--- src/rtl/shift_seq_ctrl_if.sv ---
// Request/response bundle between a requester and the group-shift sequencer.
// The requester owns the request fields and rsp_ready; the controller owns the rest.
interface shift_seq_ctrl_if;
  logic        req_valid;
  logic        req_ready;
  logic [49:0] req_data;
  logic [3:0]  req_amt;
  logic [4:0]  req_fill;
  logic        rsp_valid;
  logic        rsp_ready;
  logic [49:0] rsp_data;
  logic        rsp_err;
  logic        busy;

  modport master (
    output req_valid, req_data, req_amt, req_fill, rsp_ready,
    input  req_ready, rsp_valid, rsp_data, rsp_err, busy
  );

  modport slave (
    input  req_valid, req_data, req_amt, req_fill, rsp_ready,
    output req_ready, rsp_valid, rsp_data, rsp_err, busy
  );
endinterface

--- src/rtl/shift_seq_ctrl.sv ---
// Multi-cycle right shifter of ten 5-bit groups: shifts up to STEP_MAX groups
// per cycle, inserting a fill group at the top, and holds the result until taken.
module shift_seq_ctrl #(
  parameter int STEP_MAX = 4
) (
  input  logic          clk,
  input  logic          rst,
  shift_seq_ctrl_if.slave bus
);

  localparam int         GW      = 5;
  localparam logic [3:0] AMT_MAX = 4'd10;
  localparam logic [3:0] STEP_L  = 4'(STEP_MAX);

  generate
    if (STEP_MAX < 1 || STEP_MAX > 4) begin : g_bad_step
      $error("shift_seq_ctrl: STEP_MAX must be in 1..4");
    end
  endgenerate

  typedef enum logic [1:0] {
    IDLE  = 2'd0,
    SHIFT = 2'd1,
    DONE  = 2'd2
  } state_t;

  state_t      state_q, state_d;
  logic [49:0] data_q,  data_d;
  logic [4:0]  fill_q,  fill_d;
  logic [3:0]  rem_q,   rem_d;
  logic        err_q,   err_d;

  logic [3:0]  step;
  logic [49:0] shifted;
  logic [49:0] shift_opts [1:4];

  assign step = (rem_q > STEP_L) ? STEP_L : rem_q;

  // One fixed-distance shifter per legal step size; the step picks among them.
  genvar gi;
  generate
    for (gi = 1; gi <= 4; gi++) begin : g_shift
      assign shift_opts[gi] = {{gi{fill_q}}, data_q[49:GW*gi]};
    end
  endgenerate

  always_comb begin
    shifted = data_q;
    case (step)
      4'd1:    shifted = shift_opts[1];
      4'd2:    shifted = shift_opts[2];
      4'd3:    shifted = shift_opts[3];
      4'd4:    shifted = shift_opts[4];
      default: shifted = data_q;
    endcase
  end

  always_ff @(posedge clk or posedge rst) begin
    if (rst) begin
      state_q <= IDLE;
      data_q  <= '0;
      fill_q  <= '0;
      rem_q   <= '0;
      err_q   <= 1'b0;
    end else begin
      state_q <= state_d;
      data_q  <= data_d;
      fill_q  <= fill_d;
      rem_q   <= rem_d;
      err_q   <= err_d;
    end
  end

  always_comb begin
    state_d = state_q;
    data_d  = data_q;
    fill_d  = fill_q;
    rem_d   = rem_q;
    err_d   = err_q;
    case (state_q)
      IDLE: begin
        if (bus.req_valid) begin
          data_d = bus.req_data;
          fill_d = bus.req_fill;
          rem_d  = bus.req_amt;
          err_d  = (bus.req_amt > AMT_MAX);
          if (bus.req_amt > AMT_MAX || bus.req_amt == 4'd0) begin
            state_d = DONE;
          end else begin
            state_d = SHIFT;
          end
        end
      end
      SHIFT: begin
        data_d = shifted;
        rem_d  = rem_q - step;
        if (rem_q <= STEP_L) begin
          state_d = DONE;
        end
      end
      DONE: begin
        // Leaving DONE always passes through IDLE, so no accept on this edge.
        if (bus.rsp_ready) begin
          state_d = IDLE;
        end
      end
      default: state_d = IDLE;
    endcase
  end

  always_ff @(posedge clk) begin
    if (!rst && state_q == SHIFT) begin
      assert (step >= 4'd1 && step <= 4'd4);
    end
  end

  assign bus.req_ready = (state_q == IDLE);
  assign bus.rsp_valid = (state_q == DONE);
  assign bus.rsp_data  = data_q;
  assign bus.rsp_err   = err_q;
  assign bus.busy      = (state_q != IDLE);

endmodule

--- src/flat_wrapper.sv ---
// flat-port wrapper written by rule: the top's interface ports become plain ports
module shift_seq_ctrl_flat 
#(
  parameter int STEP_MAX = 4
)
  (clk, rst, bus_req_valid, bus_req_data, bus_req_amt, bus_req_fill, bus_rsp_ready, bus_req_ready, bus_rsp_valid, bus_rsp_data, bus_rsp_err, bus_busy);
  shift_seq_ctrl_if bus_i ();
  input  logic clk;
  input  logic rst;
  input wire logic [$bits(bus_i.req_valid)-1:0] bus_req_valid;
  input wire logic [$bits(bus_i.req_data)-1:0] bus_req_data;
  input wire logic [$bits(bus_i.req_amt)-1:0] bus_req_amt;
  input wire logic [$bits(bus_i.req_fill)-1:0] bus_req_fill;
  input wire logic [$bits(bus_i.rsp_ready)-1:0] bus_rsp_ready;
  output wire logic [$bits(bus_i.req_ready)-1:0] bus_req_ready;
  output wire logic [$bits(bus_i.rsp_valid)-1:0] bus_rsp_valid;
  output wire logic [$bits(bus_i.rsp_data)-1:0] bus_rsp_data;
  output wire logic [$bits(bus_i.rsp_err)-1:0] bus_rsp_err;
  output wire logic [$bits(bus_i.busy)-1:0] bus_busy;
  assign bus_i.req_valid = bus_req_valid;
  assign bus_i.req_data = bus_req_data;
  assign bus_i.req_amt = bus_req_amt;
  assign bus_i.req_fill = bus_req_fill;
  assign bus_i.rsp_ready = bus_rsp_ready;
  assign bus_req_ready = bus_i.req_ready;
  assign bus_rsp_valid = bus_i.rsp_valid;
  assign bus_rsp_data = bus_i.rsp_data;
  assign bus_rsp_err = bus_i.rsp_err;
  assign bus_busy = bus_i.busy;
  shift_seq_ctrl #(.STEP_MAX(STEP_MAX)) u_core (.clk(clk), .rst(rst), .bus(bus_i));
endmodule
--- config.mk ---
export PLATFORM = sky130hd
export DESIGN_NAME = shift_seq_ctrl_flat
export DESIGN_NICKNAME = d
export VERILOG_FILES = /design/src/rtl/shift_seq_ctrl_if.sv /design/src/rtl/shift_seq_ctrl.sv /design/src/flat_wrapper.sv
export SDC_FILE = /design/constraint.sdc
export NUM_CORES = 1
export LEC_CHECK = 0
export ABC_AREA = 1
export ABC_CLOCK_PERIOD_IN_PS = 2950
export BUFFER_PORTS_ARGS = -buffer_cell sky130_fd_sc_hd__clkbuf_2
export CAP_MARGIN = 20
export CORE_ASPECT_RATIO = 1.4
export CORE_UTILIZATION = 43
export DETAILED_ROUTE_END_ITERATION = 6
export PLACE_DENSITY = 0.66
export REMOVE_ABC_BUFFERS = 1
export SYNTH_ARGS = -nofsm -noshare
export SYNTH_HDL_FRONTEND = slang
export SYNTH_SLANG_ARGS = --single-unit
--- constraint.sdc ---
create_clock -name clk -period 2.95 [get_ports clk]
set_input_delay 0.4425 -clock clk [delete_from_list [all_inputs] [get_ports clk]]
set_output_delay 0.4425 -clock clk [all_outputs]
set_load 0.03 [all_outputs]
==> results.py <==
metrics = {
    "status": {
        "status": "completed",
    },
    "logic_synthesis": {
        "synth_flop_cell": "dfrtp_1",
        "synthArstFlopShare_pct": 100,
        "synth-seq-cells": 62,
        "ys_warn_count": 0,
        "syn_area_per_cell_sq_um": 6.03,
        "synth_top_area_share_pct": 32.4,
        "syn_inst": 795,
        "synthTopCellsByArea": "dfrtp_1 32%, nand2_1 16%, nand4_1 9.9%",
        "post-synth-top-area-cell": "dfrtp_1",
        "yosysSeqAreaShare_pct": 32.4,
        "synth.distinct_cells": 26,
        "syn_area_sq_mm": 0.00479,
        "synth_edf_count": 0,
    },
    "route": {
        "ant_nets": 0,
        "wire_per_inst_um": 13.5,
        "drcViolationCount": 0,
        "first_iter_violations": 519,
        "dr.pass1.iters": 5,
        "vias": 5446,
        "finalWirelength_mm": 13.8,
        "vias_per_cell": 5.31,
    },
    "timing": {
        "setup_viol": 0,
        "finalCriticalPeriod_ns": 2.38,
        "post-route-period-util_pct": 80.7,
        "maxSlewViolCount": 0,
        "worstMarginPinSlew_ns": 0.766,
        "rsz0062_at_grt": "false",
        "slew_headroom_pct": 48.9,
        "tns_ns": 0,
        "finalHoldViolations": 0,
        "max_freq_ghz": 0.420,
        "clock_skew_ns": 0.00390,
        "whs_ns": 0.138,
    },
    "clocking": {
        "cts-resized-gates": 0,
        "cts.sinks": 62,
        "cts_hold_buf": 0,
        "clk_pin_slew_ns": 0.05,
        "htreeDepth": 3,
        "clock-root-buffer": "clkbuf_16",
        "clk_latency_ns": 0.33,
        "clk_path_buf_depth": 2,
        "cts_buffers": 9,
        "post-cts-setup-buffer-count": 0,
        "cts_tree": "done",
    },
    "final_layout": {
        "layout.cells.non_filler": 1025,
        "antenna_cells": 0,
        "nets": 943,
        "synthToLayoutAreaGrowth_pct": 19.0,
        "drive_above_1_share_pct": 17.9,
        "nFillCells": 1108,
    },
    "pwr": {
        "p_per_area_mw_per_mm2": 1330,
        "vdd_drop_max_uv": 664,
        "total_power_mw": 7.56,
        "p_leak_nw": 3.26,
    },
    "floorplan": {
        "die_h_um": 127,
        "core_sq_mm": 0.0109,
        "fp.dieArea_sq_mm": 0.0116,
        "initial_core_util_pct": 44.1,
        "io_pins": 117,
        "row_count": 45,
        "die_w_um": 91.2,
    },
    "setup_path": {
        "critPathRequiredTime_ns": 3.21,
        "crit_chain": "inv_1 -> nand4_1 -> nand2_4 -> inv_4 -> nor2_1 -> a21oi_1",
        "slowest_delay_ns": 0.73,
        "crit_type": "reg2reg",
        "cp_top_family": "buffers and inverters",
        "crit_slowest_cell": "dfrtp_2",
        "endpoint_kind": "register",
        "crit_arrival_ns": 2.64,
        "crit_path_max_fanout": 55,
        "path_buf_inv": 2,
        "critPathLaunchType": "register",
    },
    "hold_path": {
        "hp-class": "in2async",
    },
    "grt": {
        "grt_overflow_total": 0,
        "grt_max_degree": 81,
        "grtUsageTotal_pct": 24.3,
        "first_global_vias": 4917,
        "grt_antenna_before_repair": 0,
        "grt_pass1_wl_mm": 22.9,
    },
    "placement": {
        "io_buffers": 116,
        "dp_hpwl_mm": 8.77,
        "globalplace.congestion": 0.771,
        "dp_cells": 1009,
    },
    "job": {
        "max-cap-violations": 0,
    },
}
==> sequential cells by signal, summed over array words and instances (netlist names) <==
name / flops
u_core.bus.rsp_data: 50
u_core.fill_q: 5
u_core.rem_q: 4
u_core.state_q: 2
u_core.bus.rsp_err: 1
==> report_power, final <==
group | leakage [nW] | internal, mW | switching (mW)
clock | 0.162 | 0.743 | 0.381
sequential | 0.725 | 1.29 | 0.591
combinational | 2.38 | 1.33 | 3.22
==> per-layer routing <==
layer  global-route usage [%]  vias up  part of all wire, %
li1                         -     2705                    -
met1                     31.1     2507                   43
met2                     41.2      209                   49
met3                     3.24       25                  5.8
met4                     10.2        0                  1.9
met5                        0        -                    0
==> cells in the final DEF, fill, tap and decap left out, types with 2 or more instances in the layout <==
master,instances
a21boi_0,5
a21oi_1,37
buf_4,13
clkbuf_16,9
clkbuf_2,116
clkbuf_8,4
clkinv_2,2
dfrtp_1,61
inv_1,113
inv_2,5
nand2_1,209
nand2_2,2
nand3_1,40
nand4_1,76
nor2_1,120
nor2_4,2
o21ai_0,54
o21ai_1,6
==> stage by stage <==
step	utilization (%)	cell area, sq um	worst slack, ns
3_5_place_dp	49.5	5380	0.603
5_1_grt	52.5	5700	0.345
4_1_cts	52.5	5700	0.594
3_3_place_gp	49.5	5380	0.713
2_1_floorplan	-	4530	0.0557
6_report	52.5	5700	0.571
==> path summary, 6_finish.rpt <==
kind / start / to / slack [ns] / cells after the start
worst max-delay path: u_core.rem_q[1] / u_core.bus.rsp_data[7] / 0.57 / 6
worst min-delay path: rst / u_core.bus.rsp_data[1] / 0.14 / 2
worst max register to register: u_core.rem_q[1] / u_core.bus.rsp_data[7] / 0.57 / 6
worst min register to register: u_core.bus.rsp_err / u_core.bus.rsp_err / 0.50 / 2
max in group asynchronous: rst / u_core.rem_q[1] / 2.06 / 3
min in group clk: bus_req_fill[0] / u_core.fill_q[0] / 0.32 / 3
==> layout make-up <==
| cell class | count | area [sq um] | area share (%) |
|---|---|---|---|
| multi-input combinational | 558 | 2530 | 44.3 |
| sequential | 62 | 1550 | 27.2 |
| timing repair buffer | 129 | 678 | 11.9 |
| inverter | 119 | 449 | 7.88 |
| clock buffer | 13 | 280 | 4.91 |
| tap | 141 | 176 | 3.09 |
| clock inverter | 3 | 40.0 | 0.702 |
==> cells in the mapped netlist, types with 2 or more instances <==
| cell | number |
|---|---|
| nand2_1 | 209 |
| nor2_1 | 120 |
| inv_1 | 114 |
| nand4_1 | 76 |
| dfrtp_1 | 62 |
| o21ai_0 | 54 |
| nand3_1 | 40 |
| a21oi_1 | 37 |
| clkbuf_1 | 24 |
| buf_2 | 21 |
| buf_4 | 7 |
| o21ai_1 | 6 |
| a21boi_0 | 5 |
| inv_2 | 4 |
| buf_1 | 2 |
| clkbuf_2 | 2 |
| nand2_2 | 2 |
| nor2_4 | 2 |
==> cells by family after synthesis <==
| logic type | Yosys count | synth area share [%] |
|---|---|---|
| AND/OR/NAND/NOR | 451 | 41.0 |
| flip-flops | 62 | 32.4 |
| other | 1 | 0.0783 |
| AO/OA/AOI/OAI | 105 | 11.4 |
| adder cells (fa/ha/maj) | 1 | 0.261 |
| buffers and inverters | 175 | 14.9 |
No activity file was read; power rests on OpenSTA's default activity.
